--- src/rtl/glyph_row_fetch.sv ---
// Glyph row fetch: reads one glyph row from the character ROM chosen by the
// pointer's chip select and shifts it out one pixel per `shift`, MSB first.
module glyph_row_fetch #(
  parameter int WORD_W  = 32,
  parameter int ROM_LAT = 1
) (
  input  logic              clk,
  input  logic              reset,
  input  logic              start,
  input  logic [9:0]        pointer_y,
  input  logic [1:0]        chip_select,
  input  logic [5:0]        row,
  output logic              rom_rd,
  output logic [1:0]        rom_sel,
  output logic [9:0]        rom_addr,
  input  logic [WORD_W-1:0] rom_data,
  output logic              busy,
  output logic              row_ready,
  output logic              pixel,
  input  logic              shift,
  output logic              range_err
);

  localparam int CNT_W = (WORD_W > 1) ? $clog2(WORD_W) : 1;
  localparam logic [CNT_W-1:0] CNT_LAST = CNT_W'(WORD_W - 1);
  localparam logic [1:0]       LAT_LAST = 2'(ROM_LAT - 1);

  typedef enum logic [1:0] {
    S_IDLE,
    S_ISSUE,
    S_WAIT,
    S_READY
  } state_e;

  state_e            state_q, state_d;
  logic              rom_rd_q, rom_rd_d;
  logic [9:0]        rom_addr_q, rom_addr_d;
  logic [1:0]        rom_sel_q, rom_sel_d;
  logic [WORD_W-1:0] shreg_q, shreg_d;
  logic [CNT_W-1:0]  cnt_q, cnt_d;
  logic [1:0]        lat_q, lat_d;
  logic              range_err_q, range_err_d;
  logic              busy_q, busy_d;
  logic              row_ready_q, row_ready_d;

  logic accept;
  logic req_err;
  logic [5:0] req_height;

  // Blank select (00) has no height; it can never be out of range.
  always_comb begin
    req_height = 6'd0;
    case (chip_select)
      2'b01:   req_height = 6'd60;
      2'b10:   req_height = 6'd20;
      2'b11:   req_height = 6'd20;
      default: req_height = 6'd0;
    endcase
  end

  assign req_err = (chip_select != 2'b00) && (row >= req_height);
  assign accept  = start && ((state_q == S_IDLE) || (state_q == S_READY));

  always_comb begin
    // NOTE: every _d gets a default first so no path through the case
    // leaves a signal unassigned and infers a latch.
    state_d     = state_q;
    rom_rd_d    = 1'b0;
    rom_addr_d  = rom_addr_q;
    rom_sel_d   = rom_sel_q;
    shreg_d     = shreg_q;
    cnt_d       = cnt_q;
    lat_d       = lat_q;
    range_err_d = range_err_q;
    busy_d      = 1'b0;
    row_ready_d = 1'b0;

    if (accept) begin
      // A new request always wins over a pending shift; the old row is dropped.
      range_err_d = req_err;
      if ((chip_select == 2'b00) || req_err) begin
        state_d     = S_READY;
        shreg_d     = '0;
        cnt_d       = '0;
        row_ready_d = 1'b1;
      end else begin
        state_d    = S_ISSUE;
        rom_rd_d   = 1'b1;
        rom_addr_d = pointer_y + 10'(row);
        rom_sel_d  = chip_select;
        busy_d     = 1'b1;
      end
    end else begin
      case (state_q)
        S_ISSUE: begin
          state_d = S_WAIT;
          lat_d   = 2'd0;
          busy_d  = 1'b1;
        end
        S_WAIT: begin
          if (lat_q == LAT_LAST) begin
            state_d     = S_READY;
            shreg_d     = rom_data;
            cnt_d       = '0;
            row_ready_d = 1'b1;
          end else begin
            lat_d  = lat_q + 2'd1;
            busy_d = 1'b1;
          end
        end
        S_READY: begin
          row_ready_d = 1'b1;
          if (shift) begin
            shreg_d = {shreg_q[WORD_W-2:0], 1'b0};
            cnt_d   = cnt_q + CNT_W'(1);
            if (cnt_q == CNT_LAST) begin
              state_d     = S_IDLE;
              row_ready_d = 1'b0;
              cnt_d       = '0;
            end
          end
        end
        default: ;
      endcase
    end
  end

  // NOTE: state registers use non-blocking assignments so every flop samples
  // the pre-edge value of every other flop, matching the hardware.
  always_ff @(posedge clk) begin
    if (reset) begin
      state_q     <= S_IDLE;
      rom_rd_q    <= 1'b0;
      rom_addr_q  <= '0;
      rom_sel_q   <= '0;
      shreg_q     <= '0;
      cnt_q       <= '0;
      lat_q       <= '0;
      range_err_q <= 1'b0;
      busy_q      <= 1'b0;
      row_ready_q <= 1'b0;
    end else begin
      state_q     <= state_d;
      rom_rd_q    <= rom_rd_d;
      rom_addr_q  <= rom_addr_d;
      rom_sel_q   <= rom_sel_d;
      shreg_q     <= shreg_d;
      cnt_q       <= cnt_d;
      lat_q       <= lat_d;
      range_err_q <= range_err_d;
      busy_q      <= busy_d;
      row_ready_q <= row_ready_d;
    end
  end

  assign rom_rd    = rom_rd_q;
  assign rom_addr  = rom_addr_q;
  assign rom_sel   = rom_sel_q;
  assign busy      = busy_q;
  assign row_ready = row_ready_q;
  assign pixel     = shreg_q[WORD_W-1];
  assign range_err = range_err_q;

endmodule

--- config.mk ---
export PLATFORM = sky130hd
export DESIGN_NAME = glyph_row_fetch
export DESIGN_NICKNAME = d
export VERILOG_FILES = /design/src/rtl/glyph_row_fetch.sv
export SDC_FILE = /design/constraint.sdc
export NUM_CORES = 1
export LEC_CHECK = 0
export ABC_CLOCK_PERIOD_IN_PS = 2800
export CORE_UTILIZATION = 48
export DETAILED_ROUTE_END_ITERATION = 16
export PLACE_DENSITY = 0.77
export SETUP_SLACK_MARGIN = 0.5
export SLEW_MARGIN = 15
export SYNTH_ARGS = -nofsm -noshare
export SYNTH_HDL_FRONTEND = slang
export SYNTH_SLANG_ARGS = --single-unit
--- constraint.sdc ---
create_clock -name clk -period 2.8 [get_ports clk]
set_input_delay 0.56 -clock clk [delete_from_list [all_inputs] [get_ports clk]]
set_output_delay 0.56 -clock clk [all_outputs]
set_load 0.05 [all_outputs]
==> results.md <==
- Status: completed
- Worst-Margin Slew: 0.642 ns
- Top post-synthesis cells by count: dfxtp_1, nand2_1, a21oi_1
- GRT Util Overall: 0.230
- Arr. time, crit path: ~2.5 ns
- Vias in the first global route: 2,751
- Max incr delay on CP: 0.40 ns
- Final hold viol count: 0
- CP delay by family, top: compound AO/OA/AOI/OAI gates
- P_int: between 2 and 2.5 mW
- Endpoints failing setup: 0
- Top post-synthesis cells by area: dfxtp_1, mux2_2, a21oi_1, ha_1, nand2_1
- Main flop type after synthesis: dfxtp_1
- Ant diodes: 0
- Largest net degree at the start of global routing: 40
- PwrDens: 859 nW/um2
- Layout cells sized above 1: 0.183
- Die area: around 6700 um2
- Vias per cell: 5.57
- IO Pins: 71
- Die Ht: ~82 um
- Largest family of logic cells by synthesized area: simple AND/OR/NAND/NOR gates
- Fin area: 4140 um2
- Wirelength per Cell: approximately 14 um
- Synth area leader: dfxtp_1
- Worst r2r src: state_q[0]
- CP Class: in2reg
- Cell variety after synth: just under 50
- Total core area: 6030 um2
- IO buf count: 70
- CP endpoint kind: flop
- Post-Synth Simple-Gate Area: 0.192
- Routed via count: 2,853
- Post-synth EDFFs: 0
- Worst path bufs/invs: 1
- Routed wire length: roughly 7300 um
- Clock power share: 0.232
- Flops & latches, synth: between 50 and 60
- Seq/Total Area, Yosys: 0.374
- RSZ-0062 raised after global routing: true
- Crit path max-delay cell type: clkdlybuf4s50_1
- Post-layout minimum cycle time: about 2.2 ns
- Leakage: between 1.5 and 2 nW
- Crit-path cells: clkdlybuf4s50_1 -> ha_2 -> fa_2 -> a21o_1 -> a21o_1 -> a2111o_1 -> o311a_1 -> a21oi_2
- Worst Path Required: about 3.1 ns
- CTS buffer count: 9
- Comb power frac: 0.456
- Post-synth net total: 430
- Residual DRC: 0
- Post-Synthesis Cells: about 360
- Yosys top cell area share: 0.374
- Clk sink count: 57
- Mux cell area share after synthesis: 0.125
- Mapped Area: 3050 um2
- H-tree Lvls: 3
- Hold buffer count at cts: 0
- CP startpoint kind: input pin
- First-iteration detailed-routing DRC count: 125
- Synth async-reset ratio: 0
- Syn avg cell area: 8.52 um2
- Critical-path maximum fanout: 3
- Max clock buf depth: 2
- Die X-Extent: around 80 um
- Nets@finish: ~500
- Post-synthesis xor/xnor area fraction: 0.0115
- Complex-gate fraction of the synthesized area: 0.182
- DP Area: a little under 4000 um2
- Routed Antenna Nets: 0
- CTS tree: done
- Psw: roughly 1.4 mW
- MaxCap Viol Count: 0
- Sw Ratio: 0.393
- Synth warn: 0
- Initial antenna violation count: 0
- Clk_skew: roughly 0.012 ns
- Starting density of the core: 0.506
- Rows: 28
- Final GP Congestion: between 0.8 and 0.9
- Register share of total power: 0.312
- Max Slew Vio Count: 0
- Grt ovf: 0
- First-pass GRT wire length: around 12,000 um
- Final HPWL from detailed placement: 4980 um
- Top-count cell post-synth: dfxtp_1
- Period Utilization, post-route: 0.801
- HP Start: shreg_q[26]
- Worst setup path startpoint: pointer_y[0]
- Max Freq: 446 MHz
- First-pass iteration count of the detailed router: 4
- Clock root buffer: clkbuf_8
- Worst-path clk slew: about 0.060 ns
- Min-Delay Path Class: reg2reg
- Most frequent CP cell: a21o_1
- Adder-Cell Fraction of Synth Area: 0.0763
- Peak supply drop: roughly 0.54 mV
- Setup TNS: 0 ns
- Clk_lat worst skew: around 0.34 ns
- Area Growth Syn to Fin: 35.8%
- Max transition margin: 0.572
-- flip-flops by register name, indices dropped and copies added, names as in the netlist --
register and flops:
cnt_q 5, rom_addr 10, rom_rd 1, busy 1
row_ready 1, lat_q 2, shreg_q 32, rom_sel 2
range_err 1, state_q 2
-- kinds of logic (layout without fill, tap and decap cells) --
group                      Yosys count  after routing
DFF                                 57             57
buffers and inverters               30            109
xor gates and xnor gates             4              4
adders and majority gates           18             18
muxes                               34             34
AOI/OAI and AO/OA                   89             89
and+or+nand+nor                    126            126
-- power groups by stage --
stage	sequential, mW	clock [mW]	combinational, mW
after floorplan	1.27	0	0.940
after global placement	1.12	0	1.56
after detailed placement	1.12	0	1.58
after CTS	1.11	0.838	1.59
after global routing	1.13	0.871	1.78
final	1.11	0.825	1.62
-- cell type report --
class	instances	area, um2
fill	501	1880
multi-input combinational	271	1850
sequential	57	1140
timing repair buffer	85	821
clock buffer	10	128
tap	75	93.8
clock inverter	6	82.6
inverter	8	30.0
-- routing by layer --
layer	routed length, um	vias up	GRT usage
met5	0	-	0
met4	87	0	0.0965
met3	265	11	0.0433
met2	3660	62	0.397
met1	3280	1347	0.278
li1	-	1433	-
-- repair_timing --
item | CTS | global route
pin swaps | 6 | 8
buffers inserted | 1 | 1
resized for setup | 4 | 17
setup endpoints to repair | 52 | 39
-- final timing paths --
path                      end  slack (ns)  cells after the start
hold / removal    shreg_q[26]        0.45                      2
setup reg to reg  rom_addr[5]        0.58                      7
setup / recovery  rom_addr[8]        0.56                      8
hold reg to reg   shreg_q[26]        0.45                      2
-- layout by cell type, fill, tap and decap left out, drive strengths merged, types with 4 or more instances in the layout --
cell	instances
clkdlybuf4s50	63
dfxtp	57
nand2	51
a21oi	46
nand3	35
mux2	32
ha	17
nor2	16
buf	16
clkbuf	12
o21ai	10
inv	8
a21o	6
a211oi	5
dlymetal6s2s	4
or3	4
-- tightest hold or removal path, stage by stage, from the launching register on --
cell and delay, ns:
dfxtp_1 0.31, nand2_1 0.05, a21oi_1 0.05
-- per-stage QoR --
step	power (mW)	util	hold slack [ns]	std cells	setup slack, ns
global placement	2.67	0.641	0.435	494	-0.0418
floorplan	2.21	-	0.428	358	0.523
global route	3.78	0.687	0.474	512	0.487
finish	3.56	0.687	0.450	512	0.556
CTS	3.54	0.678	0.452	511	0.506
detailed placement	2.70	0.641	0.444	494	-0.119
Note: power is estimated with default switching activity, not from simulation.
